`config.mk`:
```
export PLATFORM = sky130hd
export DESIGN_NAME = fwd_sel_stage
export DESIGN_NICKNAME = d
export VERILOG_FILES = /design/src/rtl/fwd_sel_stage_pkg.sv /design/src/rtl/fwd_sel_calc.sv /design/src/rtl/fwd_sel_stage.sv
export SDC_FILE = /design/constraint.sdc
export NUM_CORES = 1
export LEC_CHECK = 0
export ABC_AREA = 1
export BUFFER_PORTS_ARGS = -buffer_cell sky130_fd_sc_hd__buf_4
export CAP_MARGIN = 20
export CORE_MARGIN = 3
export CORE_UTILIZATION = 55
export DETAILED_ROUTE_END_ITERATION = 8
export GPL_TIMING_DRIVEN = 0
export PLACE_DENSITY_LB_ADDON = 0.3
export SYNTH_ARGS = -nofsm -noshare
export SYNTH_HDL_FRONTEND = slang
export SYNTH_SLANG_ARGS = --single-unit
export TNS_END_PERCENT = 20
```
`constraint.sdc`:
```
create_clock -name clock -period 4.26 [get_ports clock]
set_input_delay 0.213 -clock clock [delete_from_list [all_inputs] [get_ports clock]]
set_output_delay 0.213 -clock clock [all_outputs]
set_load 0.02 [all_outputs]
```
`src/rtl/fwd_sel_stage_pkg.sv`:
```
// Shared constants for the ID->EXE operand-select stage: widths and the
// 3-bit select codes understood by the EXE operand muxes.
package fwd_sel_stage_pkg;

   localparam int RA_W  = 5;
   localparam int CNT_W = 16;

   typedef logic [2:0] sel_t;

   localparam sel_t SEL_RF      = 3'b000;
   localparam sel_t SEL_MEM_ALU = 3'b001;
   localparam sel_t SEL_WB_ALU  = 3'b010;
   localparam sel_t SEL_WB_LD   = 3'b011;
   localparam sel_t SEL_RSVD    = 3'b100;
   localparam sel_t SEL_IMM     = 3'b101;

   // Even parity over a select code, for downstream integrity checking.
   function automatic logic sel_parity(input sel_t sel);
      return ^sel;
   endfunction

endpackage

```
`src/rtl/fwd_sel_calc.sv`:
```
// Per-operand forwarding select: picks where one EXE operand comes from,
// given the producers currently in EX and MEM.
module fwd_sel_calc #(
   parameter int RA_W = fwd_sel_stage_pkg::RA_W
) (
   input  logic [RA_W-1:0] r,
   input  logic            use_reg,
   input  logic            use_imm,
   input  logic            ex_wreg,
   input  logic            ex_m2reg,
   input  logic [RA_W-1:0] ex_rn,
   input  logic            mem_wreg,
   input  logic            mem_m2reg,
   input  logic [RA_W-1:0] mem_rn,
   output logic [2:0]      sel
);
   import fwd_sel_stage_pkg::*;

   // Priority select: immediate, then r0/unused, then youngest producer (EX) before MEM.
   // A load in EX cannot forward yet; that case is resolved by the load-use stall.
   always_comb begin
      sel = SEL_RF;
      if (use_imm) begin
         sel = SEL_IMM;
      end else if (!use_reg || (r == {RA_W{1'b0}})) begin
         sel = SEL_RF;
      end else if (ex_wreg && !ex_m2reg && (ex_rn == r)) begin
         sel = SEL_MEM_ALU;
      end else if (mem_wreg && (mem_rn == r)) begin
         sel = mem_m2reg ? SEL_WB_LD : SEL_WB_ALU;
      end else begin
         sel = SEL_RF;
      end
   end

endmodule

```
`src/rtl/fwd_sel_stage.sv`:
```
// ID/EX boundary: registers operand-select codes, detects load-use hazards,
// honours multi-cycle EXE hold and branch flush, and counts stall cycles.
module fwd_sel_stage #(
   parameter int RA_W  = fwd_sel_stage_pkg::RA_W,
   parameter int CNT_W = fwd_sel_stage_pkg::CNT_W
) (
   input  logic             clock,
   input  logic             resetn,
   input  logic             id_valid,
   input  logic [RA_W-1:0]  id_rs,
   input  logic [RA_W-1:0]  id_rt,
   input  logic             id_use_rs,
   input  logic             id_use_rt,
   input  logic             id_use_imm,
   input  logic             ex_wreg,
   input  logic             ex_m2reg,
   input  logic [RA_W-1:0]  ex_rn,
   input  logic             mem_wreg,
   input  logic             mem_m2reg,
   input  logic [RA_W-1:0]  mem_rn,
   input  logic             flush,
   input  logic             ex_busy,
   output logic             stall,
   output logic             e_valid,
   output logic [2:0]       e_sel_a,
   output logic [2:0]       e_sel_b,
   output logic [CNT_W-1:0] stall_cnt
);
   import fwd_sel_stage_pkg::*;

   sel_t             sel_a_s;
   sel_t             sel_b_s;
   logic             load_use_s;
   logic             flush_pend_r;
   logic             e_valid_r;
   sel_t             e_sel_a_r;
   sel_t             e_sel_b_r;
   logic [CNT_W-1:0] stall_cnt_r;

   fwd_sel_calc #(.RA_W(RA_W)) u_calc_a (
      .r(id_rs), .use_reg(id_use_rs), .use_imm(1'b0),
      .ex_wreg(ex_wreg), .ex_m2reg(ex_m2reg), .ex_rn(ex_rn),
      .mem_wreg(mem_wreg), .mem_m2reg(mem_m2reg), .mem_rn(mem_rn),
      .sel(sel_a_s)
   );

   fwd_sel_calc #(.RA_W(RA_W)) u_calc_b (
      .r(id_rt), .use_reg(id_use_rt), .use_imm(id_use_imm),
      .ex_wreg(ex_wreg), .ex_m2reg(ex_m2reg), .ex_rn(ex_rn),
      .mem_wreg(mem_wreg), .mem_m2reg(mem_m2reg), .mem_rn(mem_rn),
      .sel(sel_b_s)
   );

   // Load in EX feeding an operand of the ID instruction; data is not ready until WB.
   always_comb begin
      load_use_s = id_valid && ex_wreg && ex_m2reg && (ex_rn != {RA_W{1'b0}}) &&
                   ((id_use_rs && (ex_rn == id_rs)) ||
                    (id_use_rt && !id_use_imm && (ex_rn == id_rt)));
      stall      = ex_busy || (load_use_s && !flush && !flush_pend_r);
   end

   // ID/EX register; a flush arriving during a hold is parked in flush_pend_r.
   always_ff @(posedge clock or negedge resetn) begin
      if (!resetn) begin
         e_valid_r    <= 1'b0;
         e_sel_a_r    <= SEL_RF;
         e_sel_b_r    <= SEL_RF;
         flush_pend_r <= 1'b0;
      end else if (ex_busy) begin
         if (flush) begin
            flush_pend_r <= 1'b1;
         end else begin
            flush_pend_r <= flush_pend_r;
         end
      end else if (flush || flush_pend_r) begin
         e_valid_r    <= 1'b0;
         e_sel_a_r    <= SEL_RF;
         e_sel_b_r    <= SEL_RF;
         flush_pend_r <= 1'b0;
      end else if (load_use_s) begin
         e_valid_r <= 1'b0;
         e_sel_a_r <= SEL_RF;
         e_sel_b_r <= SEL_RF;
      end else begin
         e_valid_r <= id_valid;
         e_sel_a_r <= id_valid ? sel_a_s : SEL_RF;
         e_sel_b_r <= id_valid ? sel_b_s : SEL_RF;
      end
   end

   // Saturating count of stalled cycles.
   always_ff @(posedge clock or negedge resetn) begin
      if (!resetn) begin
         stall_cnt_r <= {CNT_W{1'b0}};
      end else if (stall && (stall_cnt_r != {CNT_W{1'b1}})) begin
         stall_cnt_r <= stall_cnt_r + {{(CNT_W-1){1'b0}}, 1'b1};
      end else begin
         stall_cnt_r <= stall_cnt_r;
      end
   end

   assign e_valid   = e_valid_r;
   assign e_sel_a   = e_sel_a_r;
   assign e_sel_b   = e_sel_b_r;
   assign stall_cnt = stall_cnt_r;

endmodule

```
### Yosys cells after proc, flatten, opt, wreduce, memory -nomap -nowiden

Cells that the tools add are included.

| word-level totals | value |
|---|---|
| register bits | 24 |
| output and inout port bits | 24 |
| input bits | 32 |

| cells by class | value |
|---|---|
| eq/ne operators | 6 |
| add/subtract/negate cells | 1 |
| muxes and demuxes | 19 |
| reductions and logical operators | 31 |

Operator list:

| cell | number |
|---|---|
| $mux 3 | 12 |
| $eq 5x5->1 | 4 |
| $add 16x1->16 const B | 1 |
| $ne 16x16->1 const B | 1 |
| $logic_and 1x1->1 | 15 |
| $logic_not 5->1 | 2 |
| $logic_not 1->1 | 6 |
| $mux 1 | 6 |
| $logic_or 1x1->1 | 5 |
| $reduce_bool 5->1 | 1 |
| $mux 2 | 1 |
| $ne 2x2->1 const B | 1 |
| $reduce_and 2->1 | 1 |
| $reduce_bool 2->1 | 1 |

### Longest topological paths before layout

Gate-level depths: netlist (run 1).

| depth | value |
|---|---|
| depth in word-level cells | 9 |
| depth in mapped cells | 12 |
| mapped depth without buffers | 11 |

### By module

A second synthesis (run 1) with hierarchy kept.

| second synthesis, totals | value |
|---|---|
| cell total of the unflattened synthesis | 344 |
| area total of the unflattened synthesis | 2073.2 um2 |

By module, submodules not included:

| module | instances | cells an instance | area an instance (um2) |
|---|---|---|---|
| fwd_sel_stage | 1 | 226 | 1577.8 |
| fwd_sel_calc | 2 | 59 | 247.7 |

### Worst setup path after synthesis (run 1)

Ideal clock, no wire load.

| timing path | value |
|---|---|
| path kind | register to register |
| start | register stall_cnt_r[0] (netlist: stall_cnt[0]) |
| end | register stall_cnt_r[12] (netlist: stall_cnt[12]) |
| buffers on the path | 1 |
| data required time | 4.142 ns |
| cell stages (with the launch flop) | 10 |
| path slack | 2.511 ns |
| arrival | 1.631 ns |
| cells stage by stage | dfrtp_1 ha_1 nand3_2 nor2_4 nand2_2 nor2_4 nand4_4 buf_2 nand3_1 nand2_1 |

| between the ends | value |
|---|---|
| word-level cells in the longest chain between the ends | 2 |
| elaborated cells between the ends (all ways) | 3 |
| classes of those cells | add/sub (1); eq/ne (1); reduce/logical (1) |

Ends and longest elaborated chain:

| element | RTL line | RTL |
|---|---|---|
| start, declared | fwd_sel_stage.sv:38 | `logic [CNT_W-1:0] stall_cnt_r;` |
| start signal, assigned | fwd_sel_stage.sv:94 | `stall_cnt_r <= {CNT_W{1'b0}};` |
| start signal, assigned | fwd_sel_stage.sv:96 | `stall_cnt_r <= stall_cnt_r + {{(CNT_W-1){1'b0}}, 1'b1};` |
| start signal, assigned | fwd_sel_stage.sv:98 | `stall_cnt_r <= stall_cnt_r;` |
| branches (longest 2 deep; another with $add 16x1->16) | - |  |

Parallel ways; which one is timed is not known.
A chain may end at the register's enable or synchronous reset.

### Worst setup path in the final report (run 1)

| timing path | value |
|---|---|
| start | register stall_cnt_r[0] (netlist: stall_cnt[0]) |
| end | register stall_cnt_r[6] (netlist: stall_cnt[6]) |

Same word-level chain as after synthesis.

==> results of run 1 <==
## power groups by stage
stage          registers (mW)  logic (mW)  clock network, mW
2_1_floorplan           0.299      0.0837                  0
3_3_place_gp            0.275       0.192                  0
3_5_place_dp            0.275       0.197                  0
4_1_cts                 0.271       0.199              0.104
5_1_grt                 0.278       0.219              0.116
6_report                0.272       0.198              0.100
## routing by layer
layer	GRT usage (%)	share of wire (%)	wire, microns
met1	31.6	45	1950
met2	38.3	47	2040
met3	4.14	8.4	368
met4	3.31	0.30	13
met5	0	0	0
## flip-flops by register name (all words and copies together) (netlist names)
register and count:
e_sel_a 2, e_sel_b 3, e_valid 1, flush_pend_r 1
stall_cnt 16
## worst max-delay path, delay by kind of cell, from the launching register on
| kind | cells | cell delay, ns |
|---|---|---|
| flops | 1 | 0.43 |
| buf+inv | 1 | 0.24 |
| fa+ha+maj | 1 | 0.22 |
| simple gates | 7 | 0.80 |
## Yosys cell counts (2+ instances only)
library cell and n:
nor2_2 3, o2111ai_1 2, inv_1 29, dfrtp_1 23, nand2_1 91, o21ai_0 6
nand4_1 8, xnor2_1 8, nand2_4 2, nand3_2 2, nor2_4 2, inv_2 6
nand3_1 26, nor3_1 8, a21oi_1 3, nor2_1 17, xor2_1 12
## logic make-up after synthesis
| family | Yosys count | share of synthesized area, % |
|---|---|---|
| buffers and inverters | 39 | 9.27 |
| AOI/OAI and AO/OA | 12 | 3.99 |
| adders and majority gates | 1 | 0.713 |
| other | 1 | 0.214 |
| xor gates and xnor gates | 20 | 9.98 |
| and+or+nand+nor | 164 | 43.1 |
| DFF | 23 | 32.8 |
## per-stage QoR
step           area [sq um]  instances
2_1_floorplan          1760        260
3_3_place_gp           2210        356
3_5_place_dp           2210        356
4_1_cts                2250        361
5_1_grt                2250        361
6_report               2250        361
## cell type report
class                   count  area (sq um)
plain buffers               4          31.3
clock buffers               4          26.3
fillers                   239           651
inverters                  35           131
multi-input cells         198          1020
flip-flops and latches     23           576
well taps                  42          52.6
repair buffers             55           415
## cells in the final DEF (no fill, tap or decap), drive strengths merged, types with 6 or more instances in the layout
cell type	netlist	layout
buf	3	57
dfrtp	23	23
inv	35	35
nand2	94	94
nand3	28	28
nand4	9	9
nor2	22	22
nor3	8	8
o21ai	6	6
xnor2	8	8
xor2	12	12
## path summary, 6_finish.rpt
kind	start	endpoint	slack (ns)
max reg2reg	stall_cnt[0]	stall_cnt[6]	2.45
min in group asynchronous	resetn	stall_cnt[8]	0.32
min reg2reg	e_sel_b[1]	e_sel_b[1]	0.51
max in group asynchronous	resetn	stall_cnt[4]	3.70
max	stall_cnt[0]	stall_cnt[6]	2.45
min	ex_busy	e_sel_a[1]	0.15
## timing repair
item / in CTS / in global routing
hold endpoints to repair: 23 / 0
hold buffers: 1 / 0
buffers inserted: 0 / 0
resized for setup: 0 / 0
==> flow_summary.yaml, run 1 <==
timing:
  whs_ns: 0.153
  setup_slack_ns: 2.45
  rsz0062_at_grt: "no"
  min_period_over_period_pct: 42.4
  finalSetupTns_ns: 0
  setup_viol: 0
  fin_crit_ns: 1.81
  maxSlewViolCount: 0
  fmax_mhz: 554
  hold_viol: 0
  skew_ns: 0.00811
floorplanning:
  rows: 19
  io_pins: 56
  start_util_pct: 60.5
  core-area_sq_um: 2900
  fp.dieArea_sq_um: 3910
  die_x_microns: 62.5
  die_height_microns: 62.5
clocking:
  numClockSinks: 23
  cts_tree: "yes"
  path_clk_slew_ns: 0.13
  cts_root_buffer: "clkbuf_4"
  clk_path_buf_depth: 2
  htreeDepth: 1
  clk_latency_ns: 0.31
  cts_buffers: 3
worst_setup_path:
  end_kind: "flip-flop"
  criticalPathCategory: "reg2reg"
  cp.arrival_ns: 2.01
  start_kind: "flip-flop"
  reg2reg_depth: 9
  slowest_delay_ns: 0.43
  cpMostUsedCell: "nor2_4"
  cp_max_fo: 10
  cp_data_required_time_ns: 4.47
  critical_path.cell_chain: "ha_1, nand3_2, nor2_4, nand2_2, nor2_4, nand4_4, buf_2, nand3_1, nand2_1"
  crit_slowest_cell: "dfrtp_1"
yosys:
  syn_area_sq_um: 1760
  yosys_warnings: 0
  seq_area_frac_synth_pct: 32.8
  synth_top_area_cell: "dfrtp_1"
  netlist.area_leader.share_pct: 32.8
  ys_async_sr_fraction_pct: 100
  synth_ff_type: "dfrtp_1"
  synth_edf_count: 0
  ys_types: 29
  avgSynthCellArea_sq_um: 6.75
  syn-num-nets: 293
  ys_ff_latch: 23
  synthTopCellsByArea: "dfrtp_1, nand2_1, nand3_1, inv_1, xor2_1"
  synthCells: 260
routing:
  drc: 0
  antenna_left: 0
  drt_pass1_iterations: 4
  viasPerCell: 5.21
  wl_per_cell_microns: 12.1
  wl_microns: 4380
  dr_total_vias: 1880
  drt_iter0_drc: 158
placed_design:
  portBuffers: 54
  dp_hpwl_microns: 3590
  place.gp.congestion: 0.897
  post-place-ws_ns: 2.46
finish:
  fin_util_pct: 77.6
  diodes: 0
  drive_gt1_share_pct: 24.5
  syn2layout_area_growth_pct: 28.2
  fin_nets: 353
pwr:
  powerDensity_nw_per_um2: 253
  p_leak_nw: 1.27
  seq_power_share_pct: 47.7
  clockPowerShare_pct: 17.6
  internal_power_mw: 0.367
  swShare_pct: 35.5
  finalPower_mw: 0.569
  vdd_drop_max_v: 0.000324
  p_sw_mw: 0.202
  combPwrFrac_pct: 34.7
run:
  maxCapViolCount: 0
global_route:
  grt_remaining_overflow: 0
  grt_first_pass_wirelength_microns: 7500
  grt_pass1_vias: 1771
  antenna_found_initial: 0
  grt_max_degree: 24
  grt_use_total_pct: 22.9
min_path:
  hp-class: "in2reg"
  whs_path_depth: 3
outcome:
  status: "finished, final reports clean"
Note: power is estimated with default switching activity, not from simulation.
==> run 2, diff against run 1 <==
- ABC_AREA: 1 -> 0
- CORE_UTILIZATION: 55 -> 44
- clock period: 4.26 -> 1.5 ns (I/O delays scaled with it)
==> run 2 against run 1 <==
  * The run now ends with setup timing left
  * Sequential power grew to 3.5 times the previous value
  * Critical path depth decreased by 2
  * Critical path type unchanged
  * Die area up 1.9%
  * Worst setup slack got worse by 2.9 ns
  * Maximum frequency fell by 5.1%
  * Global-route usage decreased by 1.4 points
  * Clock-buffer cell count fell by 1
  * Largest cell class unchanged
  * Core utilization fell by 7.7 points
==> flow_summary.yaml, run 2 <==
placed_design:
  place.gp.congestion: 0.851
  portBuffers: 54
  dp_hpwl_microns: 3000
routing:
  wl_met2_microns: 2180
  met3_length_microns: 272
  drt_pass1_iterations: 4
  top_layer: "met4"
  met1Wirelength_microns: 1790
  antenna_left: 0
  drt_iter0_drc: 67
  wl_per_cell_microns: 16.0
  drc: 0
  wl_microns: 4270
  dr_total_vias: 1437
  viasPerCell: 5.38
global_route:
  antenna_found_initial: 0
  grt_max_degree: 24
  grt_pass1_vias: 1491
  grt_first_pass_wirelength_microns: 7010
  grt_remaining_overflow: 0
  grt_use_total_pct: 21.5
pwr:
  powerDensity_nw_per_um2: 1140
  finalPower_mw: 2.44
  p_leak_nw: 0.970
  vdd_drop_max_v: 0.00106
worst_setup_path:
  cp.arrival_ns: 2.10
  cp_max_fo: 7
  cp_data_required_time_ns: 1.70
  criticalPathCategory: "reg2reg"
  reg2reg_depth: 7
  end_kind: "flip-flop"
  start_kind: "flip-flop"
floorplanning:
  rows: 20
  die_x_microns: 63.1
  io_pins: 56
  fp.dieArea_sq_um: 3980
  start_util_pct: 46.6
  core-area_sq_um: 3080
  die_height_microns: 63.1
finish:
  syn2layout_area_growth_pct: 49.9
  fin_util_pct: 69.8
  diodes: 0
  layout_commonest_cell: "buf_4"
  mostFrequentLayoutCells: "buf_4, xor2_1, dfrtp_1, nand2_1, nand3_1"
  fin_nets: 257
  drive_gt1_share_pct: 42.6
  largest_register_ffs: 16
clocking:
  numClockSinks: 23
  path_clk_slew_ns: 0.14
  cts_tree: "yes"
  cts_root_buffer: "clkbuf_4"
  clk_latency_ns: 0.31
  htreeDepth: 1
  clk_path_buf_depth: 2
  cts_buffers: 3
yosys:
  synthTopCellsByArea: "dfrtp_1, xor2_1, xnor2_1, a211oi_1, nand3_1"
  synthCells: 148
  synth_top_area_cell: "dfrtp_1"
  ys_types: 34
  seq_area_frac_synth_pct: 40.1
  syn_area_sq_um: 1430
  yosys_warnings: 0
  netlist.area_leader.share_pct: 40.1
  synth_ff_type: "dfrtp_1"
  avgSynthCellArea_sq_um: 9.69
  syn-num-nets: 181
  ys_ff_latch: 23
  netlist_top_cells_count: "xor2_1, dfrtp_1, nand2_1"
  yosysMostFrequentCell: "xor2_1"
  ys_async_sr_fraction_pct: 100
  synth_edf_count: 0
timing:
  hold_viol: 0
  skew_ns: 0.0169
  finalSetupTns_ns: -5.66
  fmax_mhz: 526
  min_period_over_period_pct: 127
  setup_viol: 17
  rsz0062_at_grt: "yes"
  max_slew_margin_pct: 64.6
  maxSlewViolCount: 0
  fin_crit_ns: 1.90
  setup_slack_ns: -0.402
  whs_ns: 0.0193
  tightestPinTransition_ns: 0.530
outcome:
  status: "complete, but fails checks"
  violations: "setup timing"
min_path:
  hp-class: "in2reg"
  whs_path_depth: 3
run:
  maxCapViolCount: 0
## run 2: cell types whose count changed in the layout (fill, tap and decap cells not counted), moves of 3 or more
cell,previous run,this run
a2111oi_1,0,4
inv_2,6,0
dfrtp_2,0,6
dfrtp_1,23,17
buf_4,55,70
nor2_2,3,0
xor2_1,12,24
nor3_1,8,0
nand2_1,91,12
inv_1,29,6
a211oi_1,0,8
nand4_1,8,4
nor2_1,17,5
nand3_1,26,10
## run 2: layout make-up
| class | count | area (sq um) |
|---|---|---|
| timing repair buffer | 71 | 544 |
| tap | 44 | 55.1 |
| fill | 249 | 928 |
| clock buffer | 3 | 22.5 |
| clock inverter | 1 | 5.00 |
| sequential | 23 | 583 |
| inverter | 7 | 26.3 |
| multi-input combinational | 114 | 881 |
| buffer | 4 | 32.5 |
## run 2: cell families after synthesis
family / count (synthesis) / synth area share [%]
compound gates: 30 / 15.9
xor+xnor: 33 / 20.2
fa+ha+maj: 1 / 0.872
buf+inv: 11 / 3.23
flops: 23 / 40.1
mux: 1 / 0.785
other cells: 1 / 0.262
simple gates: 48 / 18.7
## run 2: power breakdown
group          internal (mW)  switching, mW  total (mW)  leakage [nW]
combinational          0.584          0.608        1.19         0.676
sequential             0.790          0.166       0.956         0.275
clock                 0.0994          0.194       0.293        0.0177
total                   1.47          0.968        2.44         0.970
## run 2: final timing paths
path | from | to | slack (ns)
max | stall_cnt[9] | stall_cnt[14] | -0.40
min | ex_busy | e_sel_a[1] | 0.02
max reg2reg | stall_cnt[9] | stall_cnt[14] | -0.40
min reg2reg | e_sel_a[1] | e_sel_a[1] | 0.50
max in group asynchronous | resetn | stall_cnt[1] | 1.05
min in group asynchronous | resetn | stall_cnt[9] | 0.18
## run 2: metrics by stage
stage / setup WS, ns / instance area (sq um) / instances
final: -0.402 / 2150 / 267
after global routing: -0.479 / 2150 / 267
after CTS: -0.332 / 2110 / 264
after detailed placement: -0.643 / 1960 / 246
after global placement: -0.589 / 1960 / 246
after floorplan: -0.307 / 1500 / 148
## run 2: what timing repair did
| action | in CTS | in global routing |
|---|---|---|
| hold endpoints to repair | 24 | 0 |
| setup endpoints to repair | 17 | 18 |
| cloned | 1 | 0 |
| resized for setup | 2 | 6 |
| hold buffers | 2 | 0 |
| pin swaps | 2 | 7 |
| buffers inserted | 11 | 3 |
## run 2: per-layer routing
layer  GRT usage (%)  up-vias
met3            5.17        2
met2            37.3       45
met1            27.5      705
met4            3.86        0
met5               0        -
li1                -      685
## run 2: critical path, cell delays in order (launching register included)
cell,delay [ns]
dfrtp_2,0.39
and4_4,0.23
and3_4,0.20
nand3_4,0.09
nor3b_4,0.39
clkbuf_8,0.23
a211oi_1,0.07
xor2_1,0.18
==> run 3, diff against run 2 <==
- CORE_UTILIZATION: 44 -> 48
- SKIP_CTS_REPAIR_TIMING: default -> 1
- clock period: 1.5 -> 2.1 ns (I/O delays scaled with it)
==> run 3 against run 2 <==
  * The flow now finishes without violations
  * Clock power shrank 32%
  * Clock skew shrank 0.0080 ns
  * Cell area shrank 8.6%
  * Global-route usage shrank 1.1 points
  * Register-to-register slack gained 0.45 ns
  * Core utilization grew 0.23 points
  * Sequential share of layout area grew 2.2 points
  * Worst setup slack gained 0.45 ns
  * Via count shrank 4.6%
  * Worst hold slack gained 0.017 ns
==> flow_summary.yaml, run 3 (same netlist as run 2, synthesis figures left out) <==
outcome:
  status: "finished, final reports clean"
finish:
  seqCellArea_sq_um: 577
  fin_nets: 244
  fill_cells: 235
  diodes: 0
  syn2layout_area_growth_pct: 37.1
  multi_input_area_sq_um: 836
  layout_commonest_cell: "buf_4"
  drive_gt1_share_pct: 34.3
  mostFrequentLayoutCells: "buf_4, xor2_1, dfrtp_1, nand2_1, nand3_1"
  largest_register_ffs: 16
timing:
  fmax_mhz: 487
  setup_viol: 0
  skew_ns: 0.00894
  setup_slack_ns: 0.0482
  min_period_over_period_pct: 97.7
  maxSlewViolCount: 0
  hold_viol: 0
  fin_crit_ns: 2.05
  rsz0062_at_grt: "yes"
pwr:
  clockPowerShare_pct: 12.7
  combPwrFrac_pct: 42.8
  swShare_pct: 39.6
  seq_power_share_pct: 44.5
  finalPower_mw: 1.58
  internal_power_mw: 0.953
  p_sw_mw: 0.626
  vdd_drop_max_v: 0.000602
  powerDensity_nw_per_um2: 803
  p_leak_nw: 0.900
run:
  maxCapViolCount: 0
worst_setup_path:
  start_kind: "flip-flop"
  end_kind: "flip-flop"
  crit_slowest_cell: "dfrtp_1"
  critical_path.cell_chain: "and4_1, and3_1, nand3_1, nor3b_4, buf_4, a21oi_2, mux2_2"
  cp.arrival_ns: 2.25
  slowest_delay_ns: 0.45
  criticalPathCategory: "reg2reg"
  cp_data_required_time_ns: 2.30
  critPathBufInv: 1
  cp_max_fo: 5
  critPathTopFamily: "simple AND/OR/NAND/NOR gates"
min_path:
  hp-class: "in2reg"
clocking:
  clk_latency_ns: 0.31
  cts_tree: "yes"
  htreeDepth: 1
  numClockSinks: 23
  cts_buffers: 3
  path_clk_slew_ns: 0.12
  clk_path_buf_depth: 2
  cts_root_buffer: "clkbuf_4"
global_route:
  antenna_found_initial: 0
  grt_use_total_pct: 20.4
  grt_pass1_vias: 1291
  grt_first_pass_wirelength_microns: 5710
  grt_remaining_overflow: 0
  grt_max_degree: 24
routing:
  wl_per_cell_microns: 15.4
  wl_microns: 3700
  drc: 0
  viasPerCell: 5.69
  drt_iter0_drc: 89
  drt_pass1_iterations: 4
  dr_total_vias: 1371
  antenna_left: 0
floorplanning:
  die_x_microns: 60.7
  die_height_microns: 60.7
  fp.dieArea_sq_um: 3680
  start_util_pct: 51.1
  io_pins: 56
  rows: 19
  core-area_sq_um: 2810
placed_design:
  post-place-ws_ns: -0.173
  dp_hpwl_microns: 2810
  portBuffers: 54
  place.gp.congestion: 0.915
==> run 3: cell count changes in the layout (fill, tap and decap cells not counted), sizes merged <==
cell / change
buf: -10
clkbuf: -1
clkinv: -1
dlygate4sd3: -1
==> run 3: area by class of cell <==
type / count / area share (%)
Clock buffer: 4 / 1.34
Inverter: 7 / 1.34
Buffer: 4 / 1.21
Multi-Input combinational cell: 114 / 42.5
Tap cell: 31 / 1.97
Timing Repair Buffer: 58 / 22.3
Sequential cell: 23 / 29.3
==> run 3: metrics by stage <==
stage	hold WS, ns	TNS, ns	util, %	instances	cell area [sq um]
floorplan	-0.191	0	-	148	1440
global placement	0.00795	-1.47	67.1	233	1880
detailed placement	0.0130	-1.65	67.1	233	1880
CTS	-0.331	-1.82	68.1	237	1910
global route	0.0103	-0.277	70.1	241	1970
finish	0.0368	0	70.1	241	1970
==> run 3: power groups by stage <==
stage,clock (mW),sequential (mW),combinational [mW]
finish,0.200,0.703,0.676
global route,0.225,0.728,0.736
CTS,0.204,0.701,0.641
detailed placement,0,0.706,0.640
global placement,0,0.698,0.623
floorplan,0,0.819,0.206
==> run 3: final timing paths <==
path | endpoint | start | cells after the start | slack (ns)
setup / recovery | stall_cnt[1] | stall_cnt[8] | 7 | 0.05
max in group asynchronous | stall_cnt[7] | resetn | 2 | 1.64
setup reg to reg | stall_cnt[1] | stall_cnt[8] | 7 | 0.05
hold reg to reg | e_sel_b[0] | e_sel_b[0] | 2 | 0.51
min in group asynchronous | stall_cnt[8] | resetn | 2 | 0.22
hold / removal | e_sel_b[1] | id_use_imm | 2 | 0.04
==> run 3: routing by layer <==
layer	GRT usage (%)	wire length (microns)
met5	0	0
met2	34.8	1810
met1	25.9	1540
met4	7.12	40
met3	3.83	313
